### config.mk
export PLATFORM = sky130hd
export DESIGN_NAME = mant_div_datapath_flat
export DESIGN_NICKNAME = d
export VERILOG_FILES = /design/src/rtl/mant_div_datapath_pkg.sv /design/src/rtl/mant_div_datapath_if.sv /design/src/rtl/mant_div_datapath_step.sv /design/src/rtl/mant_div_datapath.sv /design/src/flat_wrapper.sv
export SDC_FILE = /design/constraint.sdc
export NUM_CORES = 1
export LEC_CHECK = 0
export BUFFER_PORTS_ARGS = -buffer_cell sky130_fd_sc_hd__clkbuf_2
export CORE_ASPECT_RATIO = 0.6
export CORE_UTILIZATION = 40
export DETAILED_ROUTE_END_ITERATION = 16
export GPL_TIMING_DRIVEN = 0
export SLEW_MARGIN = 20
export SYNTH_ARGS = -nofsm -noshare
export SYNTH_HDL_FRONTEND = slang
export SYNTH_HIERARCHICAL = 1
export SYNTH_SLANG_ARGS = --single-unit
### constraint.sdc
create_clock -name in_Clk -period 4.85 [get_ports in_Clk]
set_input_delay 0.7275 -clock in_Clk [delete_from_list [all_inputs] [get_ports in_Clk]]
set_output_delay 0.7275 -clock in_Clk [all_outputs]
set_load 0.03 [all_outputs]
### src/rtl/mant_div_datapath_pkg.sv
// Shared FP divider constants and mantissa-divider FSM state encodings.
// Imported by the mantissa divider datapath, its interface and its sub-modules.
package mant_div_datapath_pkg;
   localparam int MANT_W = 24;
   localparam int ITERS  = 23;
   localparam int CNT_W  = $clog2(ITERS + 1);

   typedef enum logic [1:0] {
      ST_IDLE = 2'd0,
      ST_RUN  = 2'd1,
      ST_DONE = 2'd2
   } state_t;
endpackage

### src/rtl/mant_div_datapath_if.sv
// Control/operand/result bundle between the divider control FSM (master) and
// the mantissa divider datapath (slave).
interface mant_div_datapath_if;
   import mant_div_datapath_pkg::*;

   logic              in_load;
   logic              in_shift_en;
   logic [MANT_W-1:0] in_Dividend;
   logic [MANT_W-1:0] in_Divisor;
   logic [ITERS-1:0]  out_Quotient;
   logic              out_Sticky;
   logic              out_Valid;
   logic              out_Busy;
   logic              out_DivZero;
   logic              out_ProtoErr;

   modport master (
      output in_load, in_shift_en, in_Dividend, in_Divisor,
      input  out_Quotient, out_Sticky, out_Valid, out_Busy, out_DivZero, out_ProtoErr
   );

   modport slave (
      input  in_load, in_shift_en, in_Dividend, in_Divisor,
      output out_Quotient, out_Sticky, out_Valid, out_Busy, out_DivZero, out_ProtoErr
   );
endinterface

### src/rtl/mant_div_datapath_step.sv
// One restoring-division iteration: trial subtract, quotient bit, shifted remainder.
// Purely combinational.
module mant_div_step
   import mant_div_datapath_pkg::*;
(
   input  logic [MANT_W+1:0] i_rem,
   input  logic [MANT_W-1:0] i_div,
   output logic              o_qbit,
   output logic [MANT_W+1:0] o_rem
);
   logic [MANT_W+2:0] w_diff;
   logic [MANT_W+1:0] w_keep;

   // The extra top bit is the borrow; using it instead of the diff MSB keeps
   // the divide-by-zero case (remainder grows past 2^25) producing all ones.
   assign w_diff = {1'b0, i_rem} - {3'b000, i_div};
   assign o_qbit = ~w_diff[MANT_W+2];
   assign w_keep = o_qbit ? w_diff[MANT_W+1:0] : i_rem;
   assign o_rem  = w_keep << 1;
endmodule

### src/rtl/mant_div_datapath.sv
// Iterative restoring divider for 24-bit mantissas, one quotient bit per enabled cycle.
// Sequenced externally by load/shift pulses; flags shift pulses that arrive after completion.
module mant_div_datapath
   import mant_div_datapath_pkg::*;
(
   input  logic              in_Clk,
   input  logic              in_Rst_N,
   mant_div_datapath_if.slave bus
);
   state_t            r_state;
   state_t            w_next_state;
   logic [MANT_W+1:0] r_rem;
   logic [MANT_W-1:0] r_div;
   logic [ITERS-1:0]  r_q;
   logic [CNT_W-1:0]  r_cnt;
   logic              r_div_zero;
   logic              r_proto_err;
   logic              w_qbit;
   logic [MANT_W+1:0] w_rem;
   logic              w_iter;
   logic              w_last;

   mant_div_step u_step (
      .i_rem  (r_rem),
      .i_div  (r_div),
      .o_qbit (w_qbit),
      .o_rem  (w_rem)
   );

   assign w_iter = !bus.in_load && bus.in_shift_en && (r_state == ST_RUN);
   assign w_last = (r_cnt == CNT_W'(ITERS - 1));

   always_ff @(posedge in_Clk or negedge in_Rst_N) begin
      if (!in_Rst_N) begin
         r_state <= ST_IDLE;
      end else begin
         r_state <= w_next_state;
      end
   end

   always_comb begin
      w_next_state = r_state;
      if (bus.in_load) begin
         w_next_state = ST_RUN;
      end else if (w_iter && w_last) begin
         w_next_state = ST_DONE;
      end
   end

   always_comb begin
      bus.out_Valid = (r_state == ST_DONE);
      bus.out_Busy  = (r_state == ST_RUN);
   end

   always_ff @(posedge in_Clk or negedge in_Rst_N) begin
      if (!in_Rst_N) begin
         r_rem       <= '0;
         r_div       <= '0;
         r_q         <= '0;
         r_cnt       <= '0;
         r_div_zero  <= 1'b0;
         r_proto_err <= 1'b0;
      end else if (bus.in_load) begin
         r_rem       <= {2'b00, bus.in_Dividend};
         r_div       <= bus.in_Divisor;
         r_q         <= '0;
         r_cnt       <= '0;
         r_div_zero  <= (bus.in_Divisor == '0);
         r_proto_err <= 1'b0;
      end else if (w_iter) begin
         r_rem <= w_rem;
         r_q   <= {r_q[ITERS-2:0], w_qbit};
         r_cnt <= r_cnt + CNT_W'(1);
      end else if (bus.in_shift_en && (r_state == ST_DONE)) begin
         r_proto_err <= 1'b1;
      end
   end

   assign bus.out_Quotient = r_q;
   assign bus.out_Sticky   = (r_rem != '0);
   assign bus.out_DivZero  = r_div_zero;
   assign bus.out_ProtoErr = r_proto_err;
endmodule

### src/flat_wrapper.sv
// flat-port wrapper written by rule: the top's interface ports become plain ports
module mant_div_datapath_flat import mant_div_datapath_pkg::*;
  (in_Clk, in_Rst_N, bus_in_load, bus_in_shift_en, bus_in_Dividend, bus_in_Divisor, bus_out_Quotient, bus_out_Sticky, bus_out_Valid, bus_out_Busy, bus_out_DivZero, bus_out_ProtoErr);
  mant_div_datapath_if bus_i ();
  input  logic in_Clk;
  input  logic in_Rst_N;
  input wire logic [$bits(bus_i.in_load)-1:0] bus_in_load;
  input wire logic [$bits(bus_i.in_shift_en)-1:0] bus_in_shift_en;
  input wire logic [$bits(bus_i.in_Dividend)-1:0] bus_in_Dividend;
  input wire logic [$bits(bus_i.in_Divisor)-1:0] bus_in_Divisor;
  output wire logic [$bits(bus_i.out_Quotient)-1:0] bus_out_Quotient;
  output wire logic [$bits(bus_i.out_Sticky)-1:0] bus_out_Sticky;
  output wire logic [$bits(bus_i.out_Valid)-1:0] bus_out_Valid;
  output wire logic [$bits(bus_i.out_Busy)-1:0] bus_out_Busy;
  output wire logic [$bits(bus_i.out_DivZero)-1:0] bus_out_DivZero;
  output wire logic [$bits(bus_i.out_ProtoErr)-1:0] bus_out_ProtoErr;
  assign bus_i.in_load = bus_in_load;
  assign bus_i.in_shift_en = bus_in_shift_en;
  assign bus_i.in_Dividend = bus_in_Dividend;
  assign bus_i.in_Divisor = bus_in_Divisor;
  assign bus_out_Quotient = bus_i.out_Quotient;
  assign bus_out_Sticky = bus_i.out_Sticky;
  assign bus_out_Valid = bus_i.out_Valid;
  assign bus_out_Busy = bus_i.out_Busy;
  assign bus_out_DivZero = bus_i.out_DivZero;
  assign bus_out_ProtoErr = bus_i.out_ProtoErr;
  mant_div_datapath u_core (.in_Clk(in_Clk), .in_Rst_N(in_Rst_N), .bus(bus_i));
endmodule
==> results of run 1 <==
## synth_stat cells (7+ instances only)
cell type	number	area share [%]
sky130_fd_sc_hd__nand2_1	96	7.0
sky130_fd_sc_hd__dfrtp_1	82	40
sky130_fd_sc_hd__a21oi_1	68	6.6
sky130_fd_sc_hd__inv_1	36	2.6
sky130_fd_sc_hd__o21ai_0	34	3.3
sky130_fd_sc_hd__nor2_1	32	2.3
sky130_fd_sc_hd__mux2_2	31	6.7
sky130_fd_sc_hd__ha_1	26	6.3
sky130_fd_sc_hd__mux2i_1	25	4.8
sky130_fd_sc_hd__xnor2_1	11	1.9
sky130_fd_sc_hd__nor4_1	10	1.2
sky130_fd_sc_hd__a21o_1	9	1.3
sky130_fd_sc_hd__xor2_1	9	1.5
sky130_fd_sc_hd__clkbuf_1	7	0.51
sky130_fd_sc_hd__nand4_1	7	0.85
## state kept, by name (all words and copies together), names as in the netlist
register	cells
u_core/bus.out_DivZero	1
u_core/bus.out_ProtoErr	1
u_core/bus.out_Quotient	23
u_core/r_cnt	5
u_core/r_div	24
u_core/r_rem	26
u_core/r_state	2
## per-stage QoR
stage          hold slack, ns  instances  setup WS (ns)  instance area (sq um)
6_report                0.405        827           1.53                   6110
5_1_grt                 0.456        827           1.37                   6110
4_1_cts                 0.467        827           1.60                   6110
3_5_place_dp            0.497        812           1.64                   5780
3_3_place_gp            0.494        812           1.72                   5770
2_1_floorplan           0.432        569           2.16                   5180
## critical path: cells and delay by family (launching register included)
family | cells | cell delay [ns]
compound gates | 4 | 1.10
simple gates | 2 | 0.60
mux | 1 | 0.17
fa+ha+maj | 1 | 0.46
buf+inv | 1 | 0.40
flops | 1 | 0.47
## metal layers
metal  vias up  GRT usage [%]  share of wire [%]
li1       2158              -                  -
met1      2180           35.2                 50
met2       163           32.6                 41
met3        21           5.84                7.3
met4         0           4.85                1.0
met5         -              0                  0
## cell families after synthesis
| group | count (synthesis) | share of synthesized area (%) |
|---|---|---|
| AO/OA/AOI/OAI | 145 | 17.3 |
| other | 1 | 0.0724 |
| buffers and inverters | 63 | 6.31 |
| XOR/XNOR | 20 | 3.38 |
| multiplexers | 56 | 11.6 |
| flip-flops | 82 | 39.6 |
| adder cells (fa/ha/maj) | 27 | 6.67 |
| AND/OR/NAND/NOR | 175 | 15.0 |
## power breakdown
part	total [W]	leakage, nW	switching, W	internal [W]
logic	0.00130	1.71	0.000760	0.000540
clock network	0.000757	0.162	0.000279	0.000477
registers	0.000872	1.04	0.000102	0.000770
total	0.00293	2.91	0.00114	0.00179
## cell type report
class                      count  area (sq um)  share of cell area, %
tap                          165           206                   3.38
clock buffer                  11           253                   4.14
clock inverter                 4          73.8                   1.21
timing repair buffer          78           399                   6.53
multi-input combinational    424          2800                   45.8
sequential                    82          2050                   33.6
buffer                        27           191                   3.13
inverter                      36           135                   2.21
## worst paths after layout
check	from	endpoint	slack (ns)	depth (start not counted)
max in group asynchronous	in_Rst_N	u_core/r_rem[20]	3.92	1
min reg2reg	u_core/r_div[12]	u_core/r_div[12]	0.51	1
min in group in_Clk	u_core/r_div[12]	u_core/r_div[12]	0.51	1
max reg2reg	u_core/r_rem[13]	u_core/r_rem[14]	1.53	9
min	in_Rst_N	u_core/r_div[6]	0.41	1
max	u_core/r_rem[13]	u_core/r_rem[14]	1.53	9
==> implementation parameters, run 1 <==
Parameter                              Value

Detailed routing
  Average vias per placed instance    5.47
  Vias after detailed routing    4522
  DR WL/cell    17.9 um
  Starting DRC count in detailed routing    303
  Number of optimization iterations in the first detailed-route pass    5
  Post-route DRC    0
  Wire length after detailed routing    14800 um
  Residual antenna-violating net count after detailed routing    0

Place
  Placer Congestion    0.927
  Placed wire-length estimate    11200 um
  Number of port buffers    78

Floorplanning
  Placeable Area    12300 sq um
  Top-level I/O count    80
  Number of core rows    31
  Die width    149 um
  Starting density of the core    42.0%
  Total Die Area    13400 sq um
  Y dimension of the die    90.1 um

Timing
  Fmax    302 MHz
  Final count of pins violating max slew    0
  RSZ-0062 raised after global routing    no
  Portion of the clock cycle consumed by the worst path in the final layout    68.4%
  Max-slew headroom    46.3%
  Worst slew pin tran    0.803 ns
  Setup_tns    0 ns
  Final min period    3.32 ns
  Hold Vio Cnt, Final    0
  Final Skew    0.00465 ns
  Final setup vio count    0

Clock network
  Number of buffers added for setup after CTS    0
  Deepest level of the CTS H-tree    3
  Root buffer cell    sky130_fd_sc_hd__clkbuf_16
  Clock tree from TritonCTS    built
  Clock latency reported for the late side of the worst-skew pair    0.33 ns
  Count of instances resized after the clock tree is built    0
  Buffers from clock root to sink, at most    2
  Number of clock sinks seen by CTS    82
  Post-CTS clock slew at the launch and capture registers of the worst setup and hold paths    0.06 ns
  Number of clock buffers inserted by TritonCTS    9
  Hold buffer count at CTS    0

Worst setup path
  Largest stage delay on the critical path    0.68 ns
  Crit-path slowest cell    sky130_fd_sc_hd__o41ai_4
  Maximum fanout along the worst path    10
  CP required    5.05 ns
  Arrival @ worst endpoint    3.52 ns
  Series of cell instances along the critical path    ha_1 > nand2_1 > nor4_1 > a21oi_2 > o41ai_4 > buf_2 > a21oi_1 > mux2i_1 > o21ai_0
  Critical path capture point type    flop
  Kind of start point of the critical path    flop
  Type of the worst setup path    reg -> reg

GRT
  First-pass GRT wire length    23900 um
  Antenna violations before repair    0
  Total grt overflow    0
  Vias in the first global route    4442
  Pin count of the biggest net entering global routing    83
  GRT Util Overall    23.2%

Finish
  Fraction of final layout cells with drive strength greater than 1    22.8%
  Leading cell types in the layout, fill and taps excluded    sky130_fd_sc_hd__nand2_1 (96), sky130_fd_sc_hd__dfrtp_1 (82), sky130_fd_sc_hd__clkbuf_2 (77)
  Final nets    737
  Area overhead of the layout relative to synthesis    18.0%
  Number of antenna diodes    0
  Filler Cells Inserted    1201
  Final core utilization    49.5%
  Leading cell type in the layout, fill and taps excluded    sky130_fd_sc_hd__nand2_1

Synth
  Primary FF master, synth    sky130_fd_sc_hd__dfrtp_1
  Synth Register Bits    82
  Synth Cell Area    5180 sq um
  Number of distinct library cells after synthesis    60
  Average size of a mapped cell    9.10 sq um
  Number of standard cells after synthesis    569
  Number of enable-type register cells in the synthesized netlist    0
  Warnings from Yosys    6
  Post-Synthesis Net Count    648
  Share of synthesized registers carrying an async set or reset    100%
  Post-synthesis sequential area ratio    39.6%

Power
  Total leakage power    2.91 nW
  Power Density    479 nW/um^2
  Total power    0.00293 W
  Highest ir drop seen on vdd    0.292 mV

Outcome
  Status    complete, no violations

Min path
  Hold WC Path Type    in -> async

Job
  Max_cap viols    0
(Power assumes the default switching activity.)
==> run 2, diff against run 1 <==
==> constraint.sdc (replaced) <==
create_clock -name in_Clk -period 3 [get_ports in_Clk]
set_input_delay 0.45 -clock in_Clk [delete_from_list [all_inputs] [get_ports in_Clk]]
set_output_delay 0.45 -clock in_Clk [all_outputs]
set_load 0.03 [all_outputs]
==> run 2 against run 1 <==
Worst setup slack got worse by 1.4 ns; maximum frequency increased by 14%; combinational power is 77% higher; non-clock buffer count rose by 4; register-to-register slack got worse by 1.4 ns; hold slack got worse by 0.27 ns.
==> implementation parameters, run 2 (synthesis results as in run 1) <==
Parameter                              Value

Clock network
  Root buffer cell    sky130_fd_sc_hd__clkbuf_16
  Number of clock buffers inserted by TritonCTS    9
  Clock tree from TritonCTS    built
  Post-CTS clock slew at the launch and capture registers of the worst setup and hold paths    0.06 ns
  Deepest level of the CTS H-tree    3
  Buffers from clock root to sink, at most    2
  Hold buffer count at CTS    0
  Clock latency reported for the late side of the worst-skew pair    0.34 ns
  Number of clock sinks seen by CTS    82

Timing
  Worst slew pin tran    0.689 ns
  Max-slew headroom    54.1%
  Final setup vio count    0
  Final count of pins violating max slew    0
  Final min period    2.92 ns
  Hold Vio Cnt, Final    0
  Fmax    343 MHz
  Final Skew    0.00452 ns
  Portion of the clock cycle consumed by the worst path in the final layout    97.2%

Finish
  Fraction of final layout cells with drive strength greater than 1    25.4%
  Final core utilization    50.9%
  Max FFs per register    26
  Area overhead of the layout relative to synthesis    21.3%
  Register with the most flip-flops    u_core/r_rem
  Leading cell types in the layout, fill and taps excluded    sky130_fd_sc_hd__nand2_1 (95), sky130_fd_sc_hd__dfrtp_1 (82), sky130_fd_sc_hd__clkbuf_2 (77)
  Number of antenna diodes    0
  Final nets    741
  Leading cell type in the layout, fill and taps excluded    sky130_fd_sc_hd__nand2_1

Floorplanning
  Y dimension of the die    90.1 um
  Placeable Area    12300 sq um
  Total Die Area    13400 sq um
  Number of core rows    31
  Starting density of the core    42.0%
  Die width    149 um
  Top-level I/O count    80

Place
  Placer Congestion    0.927
  Number of port buffers    78
  Placed wire-length estimate    11200 um

Power
  Power Density    787 nW/um^2
  Total leakage power    2.96 nW
  Highest ir drop seen on vdd    0.456 mV
  Total power    0.00494 W

GRT
  Antenna violations before repair    0
  Pin count of the biggest net entering global routing    83
  GRT Util Overall    23.2%
  Vias in the first global route    4452
  First-pass GRT wire length    23900 um
  Total grt overflow    0

Min path
  Hold WC Path Type    in -> async

Detailed routing
  Average vias per placed instance    5.38
  Residual antenna-violating net count after detailed routing    0
  Number of optimization iterations in the first detailed-route pass    4
  DR WL/cell    18.1 um
  Vias after detailed routing    4471
  Post-route DRC    0
  Starting DRC count in detailed routing    402
  Wire length after detailed routing    15000 um

Worst setup path
  Type of the worst setup path    reg -> reg
  Critical path capture point type    flop
  Arrival @ worst endpoint    3.12 ns
  CP required    3.20 ns
  Maximum fanout along the worst path    10
  Kind of start point of the critical path    flop

Job
  Max_cap viols    0

Outcome
  Status    complete, no violations
-- run 2: cell count changes in the layout (fill, tap and decap cells not counted), sizes merged --
cell	previous run	this run
clkbuf	96	95
buf	20	25
-- run 2: metrics by stage --
stage / TNS, ns / setup slack, ns / hold WS (ns) / area [sq um] / cells
2_1_floorplan: 0 / 0.308 / 0.154 / 5180 / 569
3_3_place_gp: -1.61 / -0.131 / 0.494 / 5770 / 812
3_5_place_dp: -2.77 / -0.206 / 0.497 / 5780 / 812
4_1_cts: 0 / 0.00287 / 0.189 / 6140 / 829
5_1_grt: -0.376 / -0.0498 / 0.184 / 6280 / 831
6_report: 0 / 0.0841 / 0.136 / 6280 / 831
-- run 2: final timing paths --
check / startpoint / to / slack [ns] / cells past startpoint
min reg2reg: u_core/r_div[12] / u_core/r_div[12] / 0.51 / 1
max: u_core/r_rem[0] / u_core/r_rem[14] / 0.08 / 15
max reg2reg: u_core/r_rem[0] / u_core/r_rem[14] / 0.08 / 15
min: in_Rst_N / u_core/r_div[5] / 0.14 / 1
max in group asynchronous: in_Rst_N / u_core/r_div[15] / 2.36 / 1
min in group in_Clk: bus_in_Dividend[20] / u_core/r_rem[20] / 0.32 / 3
-- run 2: what timing repair did --
| action | 4_1_cts | 5_1_grt |
|---|---|---|
| pin swaps | 1 | 4 |
| gates resized for setup | 4 | 22 |
| endpoints found under the setup margin | 26 | 25 |
| buffers inserted | 2 | 3 |
-- run 2: area by class of cell --
| type | instances | area (sq um) |
|---|---|---|
| Fill cell | 1177 | 6060 |
| Tap cell | 165 | 206 |
| Clock buffer | 11 | 253 |
| Timing Repair Buffer | 83 | 437 |
| Clock inverter | 4 | 73.8 |
| Inverter | 36 | 135 |
| Buffer | 26 | 188 |
| Sequential cell | 82 | 2050 |
| Multi-Input combinational cell | 424 | 2930 |
-- run 2: per-layer routing --
layer / wire [um] / vias to the layer above / global-route usage (%)
met5: 0 / - / 0
met3: 845 / 12 / 5.58
met1: 7740 / 2168 / 35.4
met4: 120 / 0 / 4.85
li1: - / 2170 / -
met2: 6350 / 121 / 32.8
-- run 2: where the power goes --
group | leakage (nW) | total, W | switching, W | internal (W)
registers | 1.04 | 0.00141 | 0.000168 | 0.00124
logic | 1.76 | 0.00230 | 0.00132 | 0.000979
clock network | 0.162 | 0.00123 | 0.000453 | 0.000772
total | 2.96 | 0.00494 | 0.00194 | 0.00299
-- run 2: worst max-delay path, stage by stage (launching register included) --
cell                        delay [ns]
sky130_fd_sc_hd__dfrtp_1          0.41
sky130_fd_sc_hd__inv_1            0.07
sky130_fd_sc_hd__ha_1             0.17
sky130_fd_sc_hd__inv_1            0.06
sky130_fd_sc_hd__fa_2             0.35
sky130_fd_sc_hd__a21o_1           0.23
sky130_fd_sc_hd__a31oi_4          0.22
sky130_fd_sc_hd__o2bb2ai_4        0.11
sky130_fd_sc_hd__a21oi_4          0.22
sky130_fd_sc_hd__o41ai_4          0.10
sky130_fd_sc_hd__buf_4            0.18
sky130_fd_sc_hd__buf_4            0.18
sky130_fd_sc_hd__nor2_1           0.12
sky130_fd_sc_hd__a21oi_1          0.08
sky130_fd_sc_hd__mux2i_1          0.17
sky130_fd_sc_hd__o21ai_0          0.09
==> run 3, diff against run 2 <==
--- a/config.mk
+++ b/config.mk
@@ -6,7 +6,6 @@
 export NUM_CORES = 1
 export LEC_CHECK = 0
 export BUFFER_PORTS_ARGS = -buffer_cell sky130_fd_sc_hd__clkbuf_2
-export CORE_ASPECT_RATIO = 0.6
 export CORE_UTILIZATION = 40
 export DETAILED_ROUTE_END_ITERATION = 16
 export GPL_TIMING_DRIVEN = 0
==> run 3 against run 2 <==
Sequential cell count did not move; combinational power down 2%; critical path type unchanged; die area decreased by 0.11%; worst setup slack better by 0.025 ns; core utilization decreased by 1.4 points; count of clock-buffer cells in the layout unchanged; final area decreased by 0.50%; highest routed layer unchanged.
==> implementation parameters, run 3 (synthesis results as in run 1) <==
Parameter                              Value

Worst setup path
  Arrival @ worst endpoint    3.09 ns
  Crit-path slowest cell    sky130_fd_sc_hd__dfrtp_1
  Endpoint of the lowest-slack register-to-register path    u_core/r_rem[17]
  Worst-case reg-to-reg path depth    13
  Logic depth of the worst path, buffers included    13
  Maximum fanout along the worst path    4
  Critical path capture point type    flop
  Category of cells accounting for the largest share of critical-path delay    compound AO/OA/AOI/OAI gates
  Kind of start point of the critical path    flop
  R2r setup slk    0.11 ns
  CP required    3.20 ns
  RR Startpoint    u_core/r_rem[0]
  Type of the worst setup path    reg -> reg
  Critical path buffers and inverters    2
  Largest stage delay on the critical path    0.41 ns
  Series of cell instances along the critical path    inv_1 > ha_1 > inv_2 > fa_2 > a21o_1 > a31oi_4 > a2bb2oi_1 > o21ai_0 > a21oi_1 > xor2_1 > a21oi_1 > mux2i_1 > o21ai_0

Floorplanning
  Number of core rows    41
  Top-level I/O count    80
  Placeable Area    12600 sq um
  Y dimension of the die    116 um
  Total Die Area    13400 sq um
  Starting density of the core    41.0%
  Die width    116 um

Timing
  Final count of pins violating max slew    0
  Worst setup slack after layout    0.109 ns
  Worst slew pin tran    0.676 ns
  Final setup vio count    0
  Max-slew headroom    54.9%
  Final Skew    0.00914 ns
  Final min period    2.89 ns
  Hold Vio Cnt, Final    0
  Fmax    346 MHz
  Portion of the clock cycle consumed by the worst path in the final layout    96.4%

Clock network
  Clock latency reported for the late side of the worst-skew pair    0.35 ns
  Clock tree from TritonCTS    built
  Root buffer cell    sky130_fd_sc_hd__clkbuf_16
  Buffers from clock root to sink, at most    2
  Number of clock buffers inserted by TritonCTS    9
  Number of clock sinks seen by CTS    82
  Hold buffer count at CTS    0
  Post-CTS clock slew at the launch and capture registers of the worst setup and hold paths    0.07 ns
  Deepest level of the CTS H-tree    3

GRT
  Vias in the first global route    4393
  First-pass GRT wire length    22500 um
  Total grt overflow    0
  Antenna violations before repair    0
  Pin count of the biggest net entering global routing    83
  GRT Util Overall    22.4%

Place
  Number of port buffers    78
  Placed wire-length estimate    10400 um
  Placer Congestion    0.908
  DP Worst Slack    -0.212 ns
  Cell Count Post-Placement    819
  Post-DP Area    5790 sq um

Detailed routing
  DR WL/cell    16.8 um
  Number of optimization iterations in the first detailed-route pass    4
  Wire length after detailed routing    14100 um
  Post-route DRC    0
  Vias after detailed routing    4460
  Starting DRC count in detailed routing    206
  Residual antenna-violating net count after detailed routing    0
  Average vias per placed instance    5.29

Finish
  Final nets    745
  Non-filler cells in the finished layout    843
  Fraction of final layout cells with drive strength greater than 1    25.8%
  Max FFs per register    26
  Final design area excluding fillers    6250 sq um
  Area overhead of the layout relative to synthesis    20.7%
  Register with the most flip-flops    u_core/r_rem
  Number of antenna diodes    0
  Leading cell type in the layout, fill and taps excluded    sky130_fd_sc_hd__nand2_1
  Leading cell types in the layout, fill and taps excluded    sky130_fd_sc_hd__nand2_1 (96), sky130_fd_sc_hd__dfrtp_1 (82), sky130_fd_sc_hd__clkbuf_2 (77)

Power
  Total power    0.00473 W
  Highest ir drop seen on vdd    0.349 mV
  Power Density    757 nW/um^2
  Total leakage power    2.94 nW

Min path
  Hold WC Path Type    in -> async

Outcome
  Status    complete, no violations

Job
  Max_cap viols    0
run 3: routing by layer:
layer  share of wire [%]  global-route usage, %  wire length (um)
met4                 2.0                   8.55               281
met2                  48                   35.9              6810
met3                 5.2                   4.86               731
met5                   0                      0                 0
met1                  45                   29.7              6330
run 3: worst max-delay path by stage:
stage                             to  slack [ns]              from
finish              u_core/r_rem[17]        0.11   u_core/r_rem[0]
global placement    u_core/r_rem[22]       -0.22  u_core/r_rem[12]
detailed placement  u_core/r_rem[21]       -0.21  u_core/r_rem[12]
floorplan           u_core/r_rem[25]        0.31   u_core/r_rem[0]
global route        u_core/r_rem[15]       -0.02  u_core/r_rem[21]
CTS                  u_core/r_rem[4]       0.008   u_core/r_rem[0]
run 3: timing repair:
item	CTS	global route
setup endpoints to repair	26	26
setup buffers	4	5
pin swaps	2	7
endpoints found under the hold margin	0	0
resized for setup	3	20
run 3: metrics by stage:
stage / utilization (%) / hold WS (ns) / setup TNS (ns)
global route: 49.5 / 0.207 / -0.0334
CTS: 48.5 / 0.182 / 0
detailed placement: 45.9 / 0.495 / -3.32
global placement: 45.8 / 0.481 / -2.77
floorplan: - / 0.154 / 0
finish: 49.5 / 0.148 / 0
run 3: worst reg2reg max path, delay by kind of cell, from the launching register on:
family | cells | cell delay (ns)
AOI/OAI and AO/OA | 7 | 1.39
adders and majority gates | 2 | 0.54
DFF | 1 | 0.41
xor gates and xnor gates | 1 | 0.18
buffers and inverters | 2 | 0.12
muxes | 1 | 0.12
run 3: final cells by class:
type / count / area [sq um]
Inverter: 36 / 135
Buffer: 26 / 190
Multi-Input combinational cell: 424 / 2900
Clock inverter: 5 / 37.5
Timing Repair Buffer: 87 / 470
Clock buffer: 11 / 243
Sequential cell: 82 / 2050
Tap cell: 172 / 215
Fill cell: 1237 / 6370
run 3: power breakdown:
part	leakage [nW]	total (W)	switching [W]	internal, W
clock network	0.132	0.00106	0.000475	0.000587
logic	1.78	0.00226	0.00127	0.000997
registers	1.04	0.00140	0.000158	0.00124
total	2.94	0.00473	0.00190	0.00283
